### config.mk
export PLATFORM = sky130hd
export DESIGN_NAME = btn_event_arbiter
export DESIGN_NICKNAME = d
export VERILOG_FILES = /design/src/rtl/btn_arb_pkg.sv /design/src/rtl/btn_event_arbiter_rr_pick.sv /design/src/rtl/btn_event_arbiter.sv
export SDC_FILE = /design/constraint.sdc
export NUM_CORES = 1
export LEC_CHECK = 0
export CAP_MARGIN = 25
export CORE_MARGIN = 2
export CORE_UTILIZATION = 48
export CTS_BUF_LIST = sky130_fd_sc_hd__clkbuf_4 sky130_fd_sc_hd__clkbuf_8
export DETAILED_ROUTE_END_ITERATION = 7
export PLACE_DENSITY_LB_ADDON = 0.08
export SLEW_MARGIN = 5
export SYNTH_ARGS = -nofsm -noshare
export SYNTH_HDL_FRONTEND = slang
export SYNTH_SLANG_ARGS = --single-unit
### constraint.sdc
create_clock -name sysclk -period 1.8 [get_ports sysclk]
set_input_delay 0.36 -clock sysclk [delete_from_list [all_inputs] [get_ports sysclk]]
set_output_delay 0.36 -clock sysclk [all_outputs]
set_load 0.03 [all_outputs]
### src/rtl/btn_arb_pkg.sv
// Shared types and helpers for the button event arbiter and its round-robin picker.
package btn_arb_pkg;

  localparam int NUM_BTN_DEF    = 4;
  localparam int DROP_CNT_W_DEF = 8;

  typedef enum logic [0:0] {
    IDLE    = 1'b0,
    PRESENT = 1'b1
  } fsm_state_t;

  // Index width that never collapses to zero bits.
  function automatic int clog2_min1(input int n);
    return (n <= 2) ? 1 : $clog2(n);
  endfunction

endpackage

### src/rtl/btn_event_arbiter_rr_pick.sv
// Combinational round-robin search: first set request strictly after 'last', wrapping.
module rr_pick
  import btn_arb_pkg::*;
#(
  parameter int NUM_BTN = NUM_BTN_DEF,
  parameter int IDW     = clog2_min1(NUM_BTN_DEF)
) (
  input  logic [NUM_BTN-1:0] req,
  input  logic [IDW-1:0]     last,
  output logic               gnt_valid,
  output logic [IDW-1:0]     gnt_idx
);

  logic [IDW-1:0] w_idx;

  // Walk from the farthest candidate back to the nearest so the nearest hit wins.
  always_comb begin
    gnt_valid = 1'b0;
    gnt_idx   = '0;
    w_idx     = '0;
    for (int k = NUM_BTN; k >= 1; k--) begin
      w_idx = IDW'((int'(last) + k) % NUM_BTN);
      if (req[w_idx]) begin
        gnt_valid = 1'b1;
        gnt_idx   = w_idx;
      end
    end
  end

endmodule

### src/rtl/btn_event_arbiter.sv
// Latches debounced button pulses and serialises them round-robin over valid/ready.
// Define BTN_DROP_CNT_EN to add saturating per-channel drop counters on drop_cnt.
module btn_event_arbiter
  import btn_arb_pkg::*;
#(
  parameter int NUM_BTN = NUM_BTN_DEF
`ifdef BTN_DROP_CNT_EN
  ,
  parameter int DROP_CNT_W = DROP_CNT_W_DEF
`endif
) (
  input  logic                             sysclk,
  input  logic                             reset,
  input  logic [NUM_BTN-1:0]               btn_pulse,
  output logic                             evt_valid,
  input  logic                             evt_ready,
  output logic [clog2_min1(NUM_BTN)-1:0]   evt_id,
  output logic [NUM_BTN-1:0]               pending,
  output logic [NUM_BTN-1:0]               overflow,
  input  logic                             clr_overflow
`ifdef BTN_DROP_CNT_EN
  ,
  output logic [NUM_BTN*DROP_CNT_W-1:0]    drop_cnt
`endif
);

  localparam int IDW = clog2_min1(NUM_BTN);

  fsm_state_t         r_state, w_state_next;
  logic [NUM_BTN-1:0] r_pending, w_pending_next;
  logic [NUM_BTN-1:0] r_overflow, w_overflow_next;
  logic [IDW-1:0]     r_evt_id, w_evt_id_next;
  logic               r_evt_valid, w_evt_valid_next;
  logic [IDW-1:0]     r_last, w_last_next;

  logic               w_gnt_valid;
  logic [IDW-1:0]     w_gnt_idx;
  logic               w_grant;
  logic [NUM_BTN-1:0] w_gnt_mask;
  logic [NUM_BTN-1:0] w_ovf_evt;

  rr_pick #(
    .NUM_BTN (NUM_BTN),
    .IDW     (IDW)
  ) u_rr_pick (
    .req       (r_pending),
    .last      (r_last),
    .gnt_valid (w_gnt_valid),
    .gnt_idx   (w_gnt_idx)
  );

  always_comb begin
    w_state_next     = r_state;
    w_grant          = 1'b0;
    w_evt_valid_next = r_evt_valid;
    w_evt_id_next    = r_evt_id;
    w_last_next      = r_last;
    case (r_state)
      IDLE: begin
        if (w_gnt_valid) begin
          w_grant          = 1'b1;
          w_evt_valid_next = 1'b1;
          w_evt_id_next    = w_gnt_idx;
          w_last_next      = w_gnt_idx;
          w_state_next     = PRESENT;
        end
      end
      PRESENT: begin
        if (evt_ready) begin
          w_evt_valid_next = 1'b0;
          w_state_next     = IDLE;
        end
      end
      default: w_state_next = IDLE;
    endcase
  end

  // A press on the channel being granted re-arms it instead of counting as a drop.
  always_comb begin
    w_gnt_mask      = w_grant ? (NUM_BTN'(1) << w_gnt_idx) : '0;
    w_ovf_evt       = btn_pulse & r_pending & ~w_gnt_mask;
    w_pending_next  = (r_pending & ~w_gnt_mask) | btn_pulse;
    w_overflow_next = (clr_overflow ? '0 : r_overflow) | w_ovf_evt;
  end

  always_ff @(posedge sysclk or posedge reset) begin
    if (reset) begin
      r_state     <= IDLE;
      r_pending   <= '0;
      r_overflow  <= '0;
      r_evt_id    <= '0;
      r_evt_valid <= 1'b0;
      r_last      <= IDW'(NUM_BTN - 1);
    end else begin
      r_state     <= w_state_next;
      r_pending   <= w_pending_next;
      r_overflow  <= w_overflow_next;
      r_evt_id    <= w_evt_id_next;
      r_evt_valid <= w_evt_valid_next;
      r_last      <= w_last_next;
    end
  end

`ifdef BTN_DROP_CNT_EN
  localparam logic [DROP_CNT_W-1:0] CNT_MAX = '1;

  generate
    for (genvar gi = 0; gi < NUM_BTN; gi++) begin : g_drop_cnt
      logic [DROP_CNT_W-1:0] r_cnt;

      // Clear and a same-cycle drop together leave a count of one.
      always_ff @(posedge sysclk or posedge reset) begin
        if (reset) begin
          r_cnt <= '0;
        end else if (w_ovf_evt[gi]) begin
          if (clr_overflow) begin
            r_cnt <= DROP_CNT_W'(1);
          end else if (r_cnt != CNT_MAX) begin
            r_cnt <= r_cnt + DROP_CNT_W'(1);
          end
        end else if (clr_overflow) begin
          r_cnt <= '0;
        end
      end

      assign drop_cnt[gi*DROP_CNT_W +: DROP_CNT_W] = r_cnt;
    end
  endgenerate
`endif

  assign evt_valid = r_evt_valid;
  assign evt_id    = r_evt_id;
  assign pending   = r_pending;
  assign overflow  = r_overflow;

endmodule

== Word level (Yosys, flattened, before mapping) ==
Index checks and enable logic that the tools add are counted.

* Register bits after elaboration: 14
* Bits of input ports: 8
* Output and inout port bits: 11

* Reductions and logical operators: 2
* Muxes and demuxes: 25
* $add $sub $neg: 4
* Shifts and indexed selects: 1
* Bitwise logic cells: 7
* Equal/unequal tests: 2
* Magnitude comparators: 4

{| class="wikitable"
|+ Operators with widths
! cell !! number
|-
| 1-bit two-way mux || 13
|-
| 4-bit AND || 3
|-
| 2-bit by 3-bit less-than comparator with 1-bit output, second input constant || 4
|-
| 1-bit binary-select mux with 2-bit select || 4
|-
| 2-bit two-way mux || 4
|-
| 4-bit two-way mux || 2
|-
| 4-bit OR || 2
|-
| 2-bit by 1-bit adder with 2-bit output, second input constant || 2
|-
| 2-bit adder, second input constant || 2
|-
| 4-bit NOT || 1
|-
| 1-bit case mux with 2 select lines || 2
|-
| 2-bit AND reduction || 2
|-
| 1-bit by 2-bit << shifter with 4-bit output, first input constant || 1
|-
| 2-bit by 1-bit != test with 1-bit output, second input constant || 1
|-
| 2-bit != test, second input constant || 1
|-
| 1-bit NOT || 1
|}

== Logic depth before layout (Yosys ltp) ==
Gate-level depths: netlist of the first run.

* Depth in word-level cells: 13
* Mapped depth: 4
* Mapped depth without buffers: 4

== Modules after synthesis ==
Synthesis of the first run repeated with hierarchy kept, for this count alone.

* Cell total of the unflattened synthesis: 58
* Area, all modules: 688.2 um2

{| class="wikitable"
|+ By module, submodules not included
! module !! times used !! area each (um2) !! cells each
|-
| btn_event_arbiter || 1 || 596.8 || 44
|-
| rr_pick || 1 || 91.3 || 14
|}

== Least setup slack after synthesis of the first run ==
OpenSTA, ideal clock, no wires.

* Path type: reg-to-reg
* From: register r_pending[1], in the netlist pending[1]
* To: register r_overflow[3], in the netlist overflow[3]
* Stages on the path, launching flop included: 5
* Slack: 381 ps
* Data required time: 1,665 ps
* Data arrival time: 1,284 ps
* Path buffers: 0
* Path through: dfrtp_1 > nor2b_1 > a211o_1 > o21bai_1 > o211ai_1

* Cells in the longest elaborated chain, start to end: 12

{| class="wikitable"
|+ RTL lines
! item !! line !! RTL
|-
| start, declared || btn_event_arbiter.sv:30 || <nowiki>logic [NUM_BTN-1:0] r_pending, w_pending_next;</nowiki>
|-
| start signal, assigned || btn_event_arbiter.sv:96 || <nowiki>r_pending <= w_pending_next;</nowiki>
|-
| 1-bit binary-select mux with 2-bit select || btn_event_arbiter_rr_pick.sv:23 || <nowiki>if (req[w_idx]) begin</nowiki>
|-
| 1-bit two-way mux (implied by the code) || btn_event_arbiter_rr_pick.sv:23 ||
|-
| 1-bit two-way mux (4 in a row) || btn_event_arbiter_rr_pick.sv:23 ||
|-
| 1-bit two-way mux || btn_event_arbiter.sv:60 || <nowiki>if (w_gnt_valid) begin</nowiki>
|-
| 1-bit two-way mux || btn_event_arbiter.sv:58 || <nowiki>case (r_state)</nowiki>
|-
| 4-bit two-way mux (*) || btn_event_arbiter.sv:80 || <nowiki>w_gnt_mask = w_grant ? (NUM_BTN'(1) << w_gnt_idx) : '0;</nowiki>
|-
| 4-bit NOT (*) || btn_event_arbiter.sv:81 || <nowiki>w_ovf_evt = btn_pulse & r_pending & ~w_gnt_mask;</nowiki>
|-
| 4-bit AND (*) || btn_event_arbiter.sv:81 ||
|-
| 4-bit OR (*) || btn_event_arbiter.sv:83 || <nowiki>w_overflow_next = (clr_overflow ? '0 : r_overflow) | w_ovf_evt;</nowiki>
|-
| via w_overflow_next[3] || btn_event_arbiter.sv:31 || <nowiki>logic [NUM_BTN-1:0] r_overflow, w_overflow_next;</nowiki>
|-
| end signal, assigned || btn_event_arbiter.sv:97 || <nowiki>r_overflow <= w_overflow_next;</nowiki>
|-
| end, declared || btn_event_arbiter.sv:31 ||
|}

The timed path passes the listed nets; every way through them passes the cells marked *. The select of a mux whose other input is x is not followed.
A chain may end at the register's enable or synchronous reset.

== Worst setup path after layout of the first run ==
* From: register r_evt_valid, in the netlist evt_valid
* To: output evt_valid

{| class="wikitable"
|+ RTL lines
! item !! line !! RTL
|-
| start, declared || btn_event_arbiter.sv:33 || <nowiki>logic r_evt_valid, w_evt_valid_next;</nowiki>
|-
| start signal, assigned || btn_event_arbiter.sv:99 || <nowiki>r_evt_valid <= w_evt_valid_next;</nowiki>
|-
| end, declared || btn_event_arbiter.sv:15 || <nowiki>output logic evt_valid,</nowiki>
|}

No word-level cell between the ends.

==> run_summary.xml, run 1 <==
<?xml version="1.0" encoding="UTF-8"?>
<metrics>
  <group name="run_status">
    <metric name="status" unit="">complete, no violations</metric>
  </group>
  <group name="setup_path">
    <metric name="timing.critical_path.buf_inv" unit="">1</metric>
    <metric name="cp_cell_sequence" unit="">clkdlybuf4s50_1</metric>
    <metric name="critical-path-max-stage-delay" unit="ns">0.68</metric>
    <metric name="worstPathMaxFanout" unit="">3</metric>
    <metric name="timing.critical_path.to_type" unit="">output port</metric>
    <metric name="setup.worst_path.start_class" unit="">flip-flop</metric>
    <metric name="timing.critical_path.slowest_stage_cell" unit="">sky130_fd_sc_hd__clkdlybuf4s50_1</metric>
    <metric name="top_cell_family_by_delay_on_the_critical_path" unit="">buffers and inverters</metric>
    <metric name="worst_ep_arrival_time" unit="ns">1.34</metric>
    <metric name="critical_path_required" unit="ns">1.44</metric>
    <metric name="worstSetupPathType" unit="">reg -&gt; out</metric>
  </group>
  <group name="timing">
    <metric name="finalWorstSetupSlack" unit="ns">0.1046</metric>
    <metric name="clock_skew" unit="ns">0.0008439</metric>
    <metric name="max_freq" unit="MHz">589.8</metric>
    <metric name="timing.final.max_slew_violations" unit="">0</metric>
    <metric name="hold_viol" unit="">0</metric>
    <metric name="max_slew.worst_pin.slew" unit="ns">0.5880</metric>
    <metric name="rsz0062_at_grt" unit="">no</metric>
    <metric name="timing.setup.tns" unit="ns">0</metric>
    <metric name="timing.slew.headroom" unit="%">60.44</metric>
    <metric name="period_utilization_post_route" unit="%">94.19</metric>
    <metric name="finalSetupViolCount" unit="">0</metric>
    <metric name="layout_min_cycle_time" unit="ns">1.695</metric>
  </group>
  <group name="power">
    <metric name="pwr-share-seq" unit="%">34.8</metric>
    <metric name="power_switching_share" unit="%">43.75</metric>
    <metric name="leakage" unit="nW">0.3693</metric>
    <metric name="comb_power_share" unit="%">51.3</metric>
    <metric name="internal_pwr_total" unit="mW">0.9191</metric>
    <metric name="net_sw_power" unit="mW">0.7148</metric>
    <metric name="vdd_drop_max" unit="V">0.001145</metric>
    <metric name="p_clk_share" unit="%">13.9</metric>
    <metric name="power_density" unit="nW/µm²">1746</metric>
  </group>
  <group name="synth">
    <metric name="synth-async-reset-ratio" unit="%">100.0</metric>
    <metric name="post_synth_fa_ha_maj_area_fraction" unit="%">0</metric>
    <metric name="synth_top_area_cell" unit="">sky130_fd_sc_hd__dfrtp_1</metric>
    <metric name="synth.avg_cell_area" unit="µm²">9.018</metric>
    <metric name="synth_top_family_by_area" unit="">compound AO/OA/AOI/OAI gates</metric>
    <metric name="post_synth_and_or_nand_nor_area_fraction" unit="%">22.16</metric>
    <metric name="synthesis.nets" unit="">85</metric>
    <metric name="post-synth-top-count-cell" unit="">sky130_fd_sc_hd__nor2_1</metric>
    <metric name="synth_area_leaders" unit="">sky130_fd_sc_hd__dfrtp_1 43%, sky130_fd_sc_hd__nor2_1 8.1%, sky130_fd_sc_hd__dfstp_2 7.6%, sky130_fd_sc_hd__a21oi_1 5.8%, sky130_fd_sc_hd__nand2b_1 4.5%</metric>
    <metric name="netlist-cell-type-count" unit="">24</metric>
    <metric name="yosysTopAreaCellShare" unit="%">43.24</metric>
    <metric name="synth_xor_area_share" unit="%">0</metric>
    <metric name="synth_top_cells_by_count" unit="">15 x sky130_fd_sc_hd__nor2_1, 12 x sky130_fd_sc_hd__dfrtp_1, 8 x sky130_fd_sc_hd__a21oi_1</metric>
    <metric name="ys_warn_count" unit="">0</metric>
    <metric name="syn_area" unit="µm²">694.4</metric>
    <metric name="syn_inst" unit="">77</metric>
    <metric name="synth_mux_area_share" unit="%">1.441</metric>
    <metric name="synth-main-ff-cell" unit="">sky130_fd_sc_hd__dfrtp_1</metric>
    <metric name="synth-seq-cells" unit="">14</metric>
    <metric name="synth-edff-count" unit="">0</metric>
    <metric name="synth_compound_gate_area_share" unit="%">24.50</metric>
    <metric name="part_of_the_yosys_area_used_for_sequential_elements" unit="%">50.81</metric>
  </group>
  <group name="clock_tree">
    <metric name="cts.clk_slew.worst_paths" unit="ns">0.09</metric>
    <metric name="cts_buffers" unit="">3</metric>
    <metric name="ctsRootBufferMaster" unit="">sky130_fd_sc_hd__clkbuf_4</metric>
    <metric name="post_cts_buffers" unit="">0</metric>
    <metric name="cts_resized" unit="">4</metric>
    <metric name="hold_buffers" unit="">0</metric>
    <metric name="cts_tree" unit="">yes</metric>
    <metric name="cts_max_path_buffers" unit="">2</metric>
    <metric name="htreeDepth" unit="">1</metric>
    <metric name="number_of_sinks_handled_by_clock_tree_synthesis" unit="">14</metric>
    <metric name="clk-insertion-delay-late" unit="ns">0.28</metric>
  </group>
  <group name="floorplan">
    <metric name="io-pin-count" unit="">19</metric>
    <metric name="die_width" unit="µm">42.04</metric>
    <metric name="dieHeight" unit="µm">42.04</metric>
    <metric name="floorplan.die_area" unit="µm²">1767</metric>
    <metric name="start_util" unit="%">52.06</metric>
    <metric name="row_count" unit="">13</metric>
    <metric name="floorplan.core_area" unit="µm²">1334</metric>
  </group>
  <group name="place">
    <metric name="port_buffers" unit="">18</metric>
    <metric name="place_congestion" unit="">0.8060</metric>
    <metric name="detailedPlace.worstSlack" unit="ns">0.2566</metric>
    <metric name="dp.cells" unit="">111</metric>
    <metric name="place_hpwl" unit="µm">1171</metric>
  </group>
  <group name="hold_path">
    <metric name="hold_path_class" unit="">in -&gt; async</metric>
  </group>
  <group name="route">
    <metric name="viasPerCell" unit="">5.678</metric>
    <metric name="route.detailed.drc" unit="">0</metric>
    <metric name="routed-via-count" unit="">653</metric>
    <metric name="wl_met1" unit="µm">718</metric>
    <metric name="detailroute.wirelength.met2" unit="µm">746</metric>
    <metric name="drt_first_pass_iters" unit="">4</metric>
    <metric name="route.antenna.remaining_nets" unit="">0</metric>
    <metric name="route.final.wire_length" unit="µm">1590</metric>
    <metric name="avgRoutedWirePerCell" unit="µm">13.83</metric>
    <metric name="wire_length_on_met3" unit="µm">97</metric>
    <metric name="initialDrtViolationCount" unit="">22</metric>
    <metric name="top_layer" unit="">met4</metric>
  </group>
  <group name="cells_and_area">
    <metric name="multi_input_comb_area" unit="µm²">334.1</metric>
    <metric name="final_stage_net_count" unit="">109</metric>
    <metric name="n_antenna_cell" unit="">0</metric>
    <metric name="layout.filler_cells" unit="">109</metric>
    <metric name="drive_above_1_share" unit="%">9.000</metric>
    <metric name="finish.cell_count_without_fillers" unit="">115</metric>
    <metric name="sequential_cell_area" unit="µm²">352.8</metric>
    <metric name="synthToLayoutAreaGrowth" unit="%">34.77</metric>
  </group>
  <group name="global_routing">
    <metric name="grt_max_degree" unit="">15</metric>
    <metric name="grt_pass1_wl" unit="µm">2808</metric>
    <metric name="vias_in_the_first_global_route" unit="">637</metric>
    <metric name="gr-usage-all-layers" unit="%">20.67</metric>
    <metric name="antenna_found_initial" unit="">0</metric>
    <metric name="overflow" unit="">0</metric>
  </group>
  <group name="job">
    <metric name="maxCapViolCount" unit="">0</metric>
  </group>
</metrics>
-- registers in the layout, indices dropped and copies added, names as in the netlist --
signal / flops
evt_valid: 1
overflow: 4
r_last: 2
r_state: 1
evt_id: 2
pending: 4
-- per-layer routing --
| metal | vias to the layer above | global-route usage, % |
|---|---|---|
| met2 | 27 | 33.13 |
| met1 | 300 | 27.70 |
| met4 | 0 | 8.125 |
| met3 | 4 | 3.879 |
| li1 | 322 | - |
| met5 | - | 0 |
-- cell families (layout without fill, tap and decap cells) --
kind of cell	after synthesis	count (layout)
AND/OR/NAND/NOR	33	33
AO/OA/AOI/OAI	27	27
flip-flops	14	14
buffers and inverters	2	25
multiplexers	1	1
-- metrics by stage --
step / total power, mW / area (µm²) / utilization (%) / hold WS [ns]
finish: 1.634 / 935.9 / 70.17 / 0.4137
global route: 1.743 / 935.9 / 70.17 / 0.4892
CTS: 1.642 / 935.9 / 70.17 / 0.4271
detailed placement: 1.432 / 904.6 / 67.82 / 0.4971
global placement: 1.410 / 904.6 / 67.82 / 0.4955
floorplan: 1.098 / 694.4 / - / 0.2478
-- final cells by class --
cell class,count,share of cell area [%]
flip-flops and latches,14,37.70
multi-input cells,61,35.70
repair buffers,20,20.32
clock buffers,4,3.877
well taps,15,2.005
inverters,1,0.4011
-- final timing paths --
kind	slack [ns]	start	end	cells past startpoint
min in group sysclk	0.51	evt_id[1]$_DFFE_PP0P_	evt_id[1]$_DFFE_PP0P_	2
setup reg to reg	0.27	pending[0]$_DFF_PP0_	evt_id[0]$_DFFE_PP0P_	4
setup / recovery	0.10	evt_valid$_DFFE_PP0P_	evt_valid	1
hold / removal	0.41	reset	overflow[0]$_DFF_PP0_	2
max in group asynchronous	1.02	reset	r_last[1]$_DFFE_PP1P_	2
hold reg to reg	0.51	evt_id[1]$_DFFE_PP0P_	evt_id[1]$_DFFE_PP0P_	2
-- power by group through the flow --
stage               Clock, mW  Combinational [mW]  Sequential, mW
finish                  0.227               0.838           0.569
global placement            0               0.845           0.565
floorplan                   0               0.362           0.736
CTS                     0.232               0.841           0.568
global route            0.247               0.900           0.595
detailed placement          0               0.855           0.576
-- placed cells by master, fill, tap and decap left out, types with 2 or more instances in the layout --
cell                               n
sky130_fd_sc_hd__a211o_1           2
sky130_fd_sc_hd__a21oi_1           8
sky130_fd_sc_hd__a31oi_1           4
sky130_fd_sc_hd__buf_4             2
sky130_fd_sc_hd__clkbuf_4          3
sky130_fd_sc_hd__clkdlybuf4s50_1  14
sky130_fd_sc_hd__dfrtp_1          12
sky130_fd_sc_hd__dfstp_2           2
sky130_fd_sc_hd__dlygate4sd2_1     4
sky130_fd_sc_hd__nand2_1           5
sky130_fd_sc_hd__nand2b_1          5
sky130_fd_sc_hd__nor2_1           15
sky130_fd_sc_hd__nor2b_1           3
sky130_fd_sc_hd__nor3_1            2
sky130_fd_sc_hd__o211ai_1          2
sky130_fd_sc_hd__o21ai_0           4
sky130_fd_sc_hd__o21bai_1          2
Power figures use the tool's default switching activity.
==> run 2: changes to the inputs <==
Settings changed: MAX_ROUTING_LAYER from default to met4, SLEW_MARGIN 5 to 0.
==> results of run 2 <==
The final DEF is identical to that of run 1; final timing and power are the same.
Main changes from that run: final weighted congestion in routability-driven placement 0.8060 -> 0.8178; overall routing resource usage 20.67% -> 21.25%
